## config.mk

```make
export PLATFORM = sky130hd
export DESIGN_NAME = uart_rx_fifo
export DESIGN_NICKNAME = d
export VERILOG_FILES = /design/src/rtl/uart_rx_fifo.sv
export SDC_FILE = /design/constraint.sdc
export NUM_CORES = 1
export LEC_CHECK = 0
export CAP_MARGIN = 20
export CELL_PAD_IN_SITES_DETAIL_PLACEMENT = 0
export CELL_PAD_IN_SITES_GLOBAL_PLACEMENT = 2
export CORE_ASPECT_RATIO = 0.8
export CORE_MARGIN = 2
export CORE_UTILIZATION = 43
export DETAILED_ROUTE_END_ITERATION = 6
export GPL_TIMING_DRIVEN = 1
export PLACE_DENSITY_LB_ADDON = 0.1
export RECOVER_POWER = 100
export SETUP_SLACK_MARGIN = 0.02
export SYNTH_ARGS = -nofsm -noshare
export SYNTH_HDL_FRONTEND = slang
export SYNTH_SLANG_ARGS = --single-unit
```

## constraint.sdc

```tcl
create_clock -name clk -period 2.4 [get_ports clk]
set_input_delay 0.36 -clock clk [delete_from_list [all_inputs] [get_ports clk]]
set_output_delay 0.36 -clock clk [all_outputs]
set_load 0.02 [all_outputs]
```

## src/rtl/uart_rx_fifo.sv

```systemverilog
// rtl/uart_rx_fifo.sv - UART receive FWFT FIFO with frame-error tag, sticky overrun and level/idle interrupt
// Optional idle-timeout interrupt is built when UART_RX_FIFO_TIMEOUT_EN is defined.
module uart_rx_fifo #(
  parameter int DATA_WIDTH = 8,
  parameter int DEPTH_LOG2 = 5
) (
  input  logic                  clk,
  input  logic                  rst_n,
  input  logic                  flush,
  input  logic [DATA_WIDTH-1:0] wr_data,
  input  logic                  wr_valid,
  input  logic                  wr_frame_error,
  input  logic                  rd_en,
  input  logic                  clear_overrun,
  input  logic [DEPTH_LOG2:0]   thresh,
  input  logic [15:0]           timeout,
  output logic [DATA_WIDTH:0]   rd_data,
  output logic                  empty,
  output logic                  full,
  output logic [DEPTH_LOG2:0]   level,
  output logic                  overrun,
  output logic                  irq
);

  localparam int DEPTH = 1 << DEPTH_LOG2;
  localparam logic [DEPTH_LOG2:0] FULL_LVL = DEPTH[DEPTH_LOG2:0];

  logic [DATA_WIDTH:0]   mem_q [DEPTH];
  logic [DEPTH_LOG2-1:0] wptr_q, wptr_d;
  logic [DEPTH_LOG2-1:0] rptr_q, rptr_d;
  logic [DEPTH_LOG2:0]   level_q, level_d;
  logic                  overrun_q, overrun_d;
  logic                  push_acc, pop_acc;
  logic                  lvl_irq;

  assign empty   = (level_q == '0);
  assign full    = (level_q == FULL_LVL);
  assign level   = level_q;
  assign overrun = overrun_q;
  assign rd_data = mem_q[rptr_q];

  // A pop on a full FIFO frees the slot the same-cycle push lands in.
  assign pop_acc  = rd_en && !empty;
  assign push_acc = wr_valid && (!full || pop_acc);

  // Storage write; contents need no reset because level gates visibility.
  always_ff @(posedge clk) begin
    if (push_acc && !flush) begin
      mem_q[wptr_q] <= {wr_frame_error, wr_data};
    end
  end

  // Next-state for pointers, level and the sticky overrun flag; flush dominates.
  always_comb begin
    wptr_d    = wptr_q;
    rptr_d    = rptr_q;
    level_d   = level_q;
    overrun_d = overrun_q;
    if (flush) begin
      wptr_d    = '0;
      rptr_d    = '0;
      level_d   = '0;
      overrun_d = 1'b0;
    end else begin
      if (push_acc) wptr_d = wptr_q + 1'b1;
      if (pop_acc)  rptr_d = rptr_q + 1'b1;
      if (push_acc && !pop_acc)      level_d = level_q + 1'b1;
      else if (pop_acc && !push_acc) level_d = level_q - 1'b1;
      if (wr_valid && !push_acc)     overrun_d = 1'b1;
      else if (clear_overrun)        overrun_d = 1'b0;
    end
  end

  // State registers for pointers, level and overrun.
  always_ff @(posedge clk or negedge rst_n) begin
    if (!rst_n) begin
      wptr_q    <= '0;
      rptr_q    <= '0;
      level_q   <= '0;
      overrun_q <= 1'b0;
    end else begin
      wptr_q    <= wptr_d;
      rptr_q    <= rptr_d;
      level_q   <= level_d;
      overrun_q <= overrun_d;
    end
  end

  assign lvl_irq = (thresh != '0) && (level_q >= thresh);

`ifdef UART_RX_FIFO_TIMEOUT_EN
  logic [15:0] idle_q, idle_d;
  logic        tflag_q, tflag_d;

  // Idle counter restarts on any traffic or while empty and saturates at timeout.
  always_comb begin
    idle_d  = idle_q;
    tflag_d = tflag_q;
    if (flush) begin
      idle_d  = '0;
      tflag_d = 1'b0;
    end else begin
      if (push_acc || pop_acc || empty) idle_d = '0;
      else if (idle_q < timeout)        idle_d = idle_q + 16'd1;
      if (push_acc || pop_acc)                      tflag_d = 1'b0;
      else if ((timeout != '0) && (idle_q >= timeout)) tflag_d = 1'b1;
    end
  end

  // Idle counter and sticky timeout flag registers.
  always_ff @(posedge clk or negedge rst_n) begin
    if (!rst_n) begin
      idle_q  <= '0;
      tflag_q <= 1'b0;
    end else begin
      idle_q  <= idle_d;
      tflag_q <= tflag_d;
    end
  end

  assign irq = lvl_irq | tflag_q;
`else
  logic unused_timeout;
  assign unused_timeout = ^timeout;
  assign irq = lvl_irq;
`endif

endmodule
```

### Word-level counts from Yosys, hierarchy flattened

Memories as Yosys holds them, arrays and structs flattened.
Index checks and enable logic that the tools add are counted.

| storage, ports and cells | value |
|---|---|
| input port bits | 37 |
| bits in read-only memories | 0 |
| bits in registers | 17 |
| output and inout bits | 19 |
| bits in writable memories | 288 |
| bits in latches | 0 |
| memories kept | 1 |

Memory list:

| memory | words | width | rd ports | clocked after Yosys merged registers in | wr ports | line | text |
|---|---|---|---|---|---|---|---|
| mem_q | 32 | 9 | 1 | 0 | 1 | 28 | `logic [DATA_WIDTH:0] mem_q [DEPTH];` |

| operators by class | value |
|---|---|
| shift-type cells | 0 |
| bitwise logic cells | 0 |
| multipliers | 0 |
| add/subtract/negate cells | 4 |
| muxes and demuxes | 12 |
| divide/modulo/power cells | 0 |
| equal/unequal tests | 1 |
| reduce and logical (&&, ||, !) cells | 19 |
| $lt $le $gt $ge | 1 |

Operator list:

| kind | number |
|---|---|
| 5-bit 2-to-1 mux | 4 |
| 6-bit 2-to-1 mux | 3 |
| 5-bit by 1-bit adder with 5-bit output, second input constant | 2 |
| 1-bit logical AND | 7 |
| 6-bit by 1-bit adder with 6-bit output, second input constant | 1 |
| 6-bit equality test, second input constant | 1 |
| 6-bit >= comparator | 1 |
| 6-bit logical NOT | 1 |
| 3-bit nonzero test | 2 |
| 6-bit nonzero test | 1 |
| 6-bit by 1-bit subtractor with 6-bit output, second input constant | 1 |
| 1-bit logical NOT | 5 |
| 1-bit 2-to-1 mux | 5 |
| 2-bit nonzero test | 2 |
| 1-bit logical OR | 1 |

### Depth between registers and ports, before layout

| logic depth | value |
|---|---|
| word-level depth | 10 |
| mapped depth | 10 |
| depth with buffers taken out | 10 |

### Worst setup path before layout

OpenSTA, ideal clock, no wires.

| timing | value |
|---|---|
| path type | reg-to-reg |
| start | reg level_q[0] (netlist: level[0]) |
| end | reg level_q[5] (netlist: level[5]) |
| data required time | 2.274 ns |
| setup slack | -0.270 ns |
| period minus slack after synthesis | 2.670 ns |
| cell stages (with the launch flop) | 11 |
| buffers on the path | 0 |
| arrival time | 2.544 ns |
| setup time | 0.126 ns |
| cell sequence | dfrtp_1 > nor3_1 > a21bo_2 > nand3_1 > ha_1 > a211oi_1 > o21bai_1 > a21oi_1 > xnor2_1 > nor3b_1 > a221o_1 |

| on the way | value |
|---|---|
| cells in the longest elaborated chain, start to end | 8 |
| elaborated cells between the ends (all ways) | 17 |

Ends and longest elaborated chain:

| element | line | text |
|---|---|---|
| start, declared | 31 | `logic [DEPTH_LOG2:0] level_q, level_d;` |
| start signal, assigned | 84 | `level_q <= level_d;` |
| parallel branches: the longest is 8 deep, another holds 6-bit by 1-bit subtractor with 6-bit output | n/a |  |

Parallel ways; which one is timed is not known. The select of a mux whose other input is x is not followed.
A chain may end at the register's enable or synchronous reset.

### Final worst setup path

| timing | value |
|---|---|
| start | reg rptr_q[0] |
| end | out rd_data[7] |

| on the way | value |
|---|---|
| cells in the longest elaborated chain, start to end | 1 |

Ends and longest elaborated chain:

| element | line | text |
|---|---|---|
| start, declared | 30 | `logic [DEPTH_LOG2-1:0] rptr_q, rptr_d;` |
| start signal, assigned | 83 | `rptr_q <= rptr_d;` |
| memory read 32 x 9 bit | n/a |  |
| end, declared | 17 | `output logic [DATA_WIDTH:0] rd_data,` |

Every way passes these cells.

==> impl_metrics.ini <==
[status]
status = finished with violations
violations = max-capacitance violations, max-slew violations, negative setup slack

[synth]
yosys.area_share.simple = 0.03112
netlist.area_leader.share = 0.7029
syn-mean-instance-area_um2 = 20.89
synth-xor-area-share = 0.007119
ys_warn_count = 0
synth-compound-area-share = 0.01617
synth.area.top_cells = edfxtp_1 (70%), mux4_2 (16%), dfrtp_1 (3.5%), ha_1 (1.5%), nor2_1 (1.5%)
synth_edf_count = 288
ys.flop_type = edfxtp_1
synth_seq_area_share = 0.7375
synth_fa_ha_area_frac = 0.01688
syn_inst = 589
synthesis.nets = 642
ys_ff_latch = 305
synth_top_family_by_area = multiplexers
synthArstFlopShare = 0.05574
netlist_area_um2 = 12300
synth_area_leader_cell = edfxtp_1
synth_mux_area_frac = 0.1746
yosysUniqueCellTypes = 42

[clock_tree]
clk_path_buf_depth = 3
cts_sinks = 305
path_clk_slew_ns = 0.06
cts_made_buffers = 30
htreeDepth = 1
cts_tree = done
clk_latency_ns = 0.55
cts_root_buf = clkbuf_16

[setup_path]
worstRegToRegCells = 10
crit_chain = buf_12 -> buf_12 -> mux4_2 -> mux4_2 -> mux2_4 -> buf_6
crit_fanout = 7
critPathKind = flop to output pin
cp_slowest_stage_delay_ns = 0.53
cp_slowest_cell = mux4_2
crit_arrival_ns = 2.82
path_buf_inv = 3
cp.required_ns = 2.04
cp-end-kind = output pin
crit_path_start_kind = flop
path_depth = 6
critPathTopFamily = multiplexers
reg2reg_slack_ns = -0.16

[detailed_routing]
detail_route.vias_per_cell = 5.558
vias = 6214
post-route-drc-count = 0
wl_per_cell_um = 25.02
drt-initial-drc-count = 462
first_pass_iters = 5
ant_nets = 0
routed_wl_um = 27970

[die]
io-pin-count = 56
die_w_um = 193.1
rows = 55
fp.dieH_um = 155.3
core_area_um2 = 28210
die-area_um2 = 29990
start_util = 0.4361

[cells_and_area]
seq_area_um2 = 9082
fin_nets = 779
multiInputGateArea_um2 = 3186
fillers = 2197
layout_common_cells = edfxtp_1 (288), mux4_2 (90), buf_4 (51)
area_delta_synth_final_pct = 22.86
antenna_cells = 0
layout_commonest_cell = edfxtp_1
drive_gt1_frac = 0.3570

[pwr]
power_frac_clock = 0.311
leakage_nw = 4.934
intPower_mw = 10.11
power_frac_comb = 0.248
p_per_area_nw_per_um2 = 897.2
sequentialPowerShare = 0.442
vdd.ir_drop.worst_mv = 0.5734
p_sw_mw = 3.449
swShare = 0.2543

[timing]
hold_viol = 0
post-route-period-util = 1.327
rsz0062_at_grt = true
hold_ws_ns = 0.5087
tightestPinTransition_ns = 1.510
drv_slew = 33
finalCriticalPeriod_ns = 3.184
finClkSkew_ns = 0.01787
tns_ns = -11.13
slew_headroom = -0.006409
clock.fmax_mhz = 314.0
setup_violations = 94
finalWorstSetupSlack_ns = -0.7842

[placed_design]
gp_congestion = 0.7307
place_ws_ns = -0.6734
port_buffers = 39
dpl.hpwl_um = 17900

[worst_hold_path]
hold_path.class = input port to flop
min_path_cells = 4

[global_route]
first_global_vias = 6282
track_usage = 0.1938
antenna_found_initial = 0
grt_pass1_wl_um = 41570
grt_overflow_total = 0
grt_max_degree = 33

[job]
maxCapViolCount = 1
-- layout make-up --
cell class,count,share of cell area
well taps,370,0.03063
inverters,12,0.002980
repair buffers,134,0.09627
clock inverters,19,0.006208
multi-input cells,243,0.2107
clock buffers,35,0.05231
flip-flops and latches,305,0.6009
-- routing by layer --
layer,GRT usage,wire length [um],vias up
li1,-,-,2697
met1,0.2909,12270,3270
met2,0.3104,13710,211
met3,0.02301,1550,36
met4,0.03716,433,0
met5,0,0,-
-- final timing paths --
kind,from,end
worst max-delay path,rptr_q[0],rd_data[7]
min in group asynchronous,rst_n,overrun
worst min register to register,wptr_q[1],wptr_q[1]
worst min-delay path,clear_overrun,overrun
worst max register to register,level[3],level[5]
max in group asynchronous,rst_n,rptr_q[0]
-- cell usage after synthesis, drive strengths merged (2+ instances only) --
| cell type | n |
|---|---|
| a211oi | 2 |
| a21o | 4 |
| a21oi | 8 |
| buf | 9 |
| clkbuf | 20 |
| dfrtp | 17 |
| edfxtp | 288 |
| ha | 15 |
| inv | 12 |
| mux2 | 9 |
| mux2i | 2 |
| mux4 | 90 |
| nand2 | 13 |
| nand3 | 5 |
| nand3b | 2 |
| nand4 | 3 |
| nor2 | 49 |
| nor2b | 2 |
| nor3 | 3 |
| nor3b | 2 |
| o21ai | 5 |
| o31ai | 3 |
| or3 | 3 |
| xnor2 | 4 |
| xor2 | 6 |
-- state kept, by name, summed over array words and instances (netlist names) --
register  count
mem_q       288
level         6
rptr_q        5
wptr_q        5
overrun       1
-- tightest hold or removal path: cells and delay by family --
kind	cells	cell delay, ns
and+or+nand+nor	2	0.10
buffers and inverters	1	0.46
AOI/OAI and AO/OA	1	0.10
-- what timing repair did --
item | CTS | global route
resized for setup | 84 | 22
setup endpoints to repair | 13 | 293
setup buffers | 9 | 1
hold buffers | 0 | 0
pin swaps | 8 | 16
cloned | 3 | 1
-- kinds of logic (layout without fill, tap and decap cells) --
family / count (synthesis) / count (layout)
simple gates: 86 / 86
mux: 101 / 101
buf+inv: 41 / 200
flops: 305 / 305
fa+ha+maj: 16 / 16
compound gates: 30 / 30
xor+xnor: 10 / 10
-- per-stage QoR --
step | std cells | util | cell area (um^2) | power, mW
2_1_floorplan | 589 | - | 12370 | 7.945
3_3_place_gp | 1052 | 0.4950 | 13970 | 9.098
3_5_place_dp | 1052 | 0.4950 | 13970 | 9.132
4_1_cts | 1118 | 0.5357 | 15110 | 13.68
5_1_grt | 1118 | 0.5357 | 15120 | 14.15
6_report | 1118 | 0.5357 | 15120 | 13.56
-- power by group through the flow --
| stage | clock [mW] | sequential [mW] | combinational (mW) |
|---|---|---|---|
| floorplan | 0 | 6.14 | 1.80 |
| global placement | 0 | 6.11 | 2.99 |
| detailed placement | 0 | 6.11 | 3.02 |
| CTS | 4.32 | 5.99 | 3.36 |
| global route | 4.54 | 6.00 | 3.61 |
| finish | 4.21 | 5.99 | 3.36 |
No activity file was read; power rests on OpenSTA's default activity.
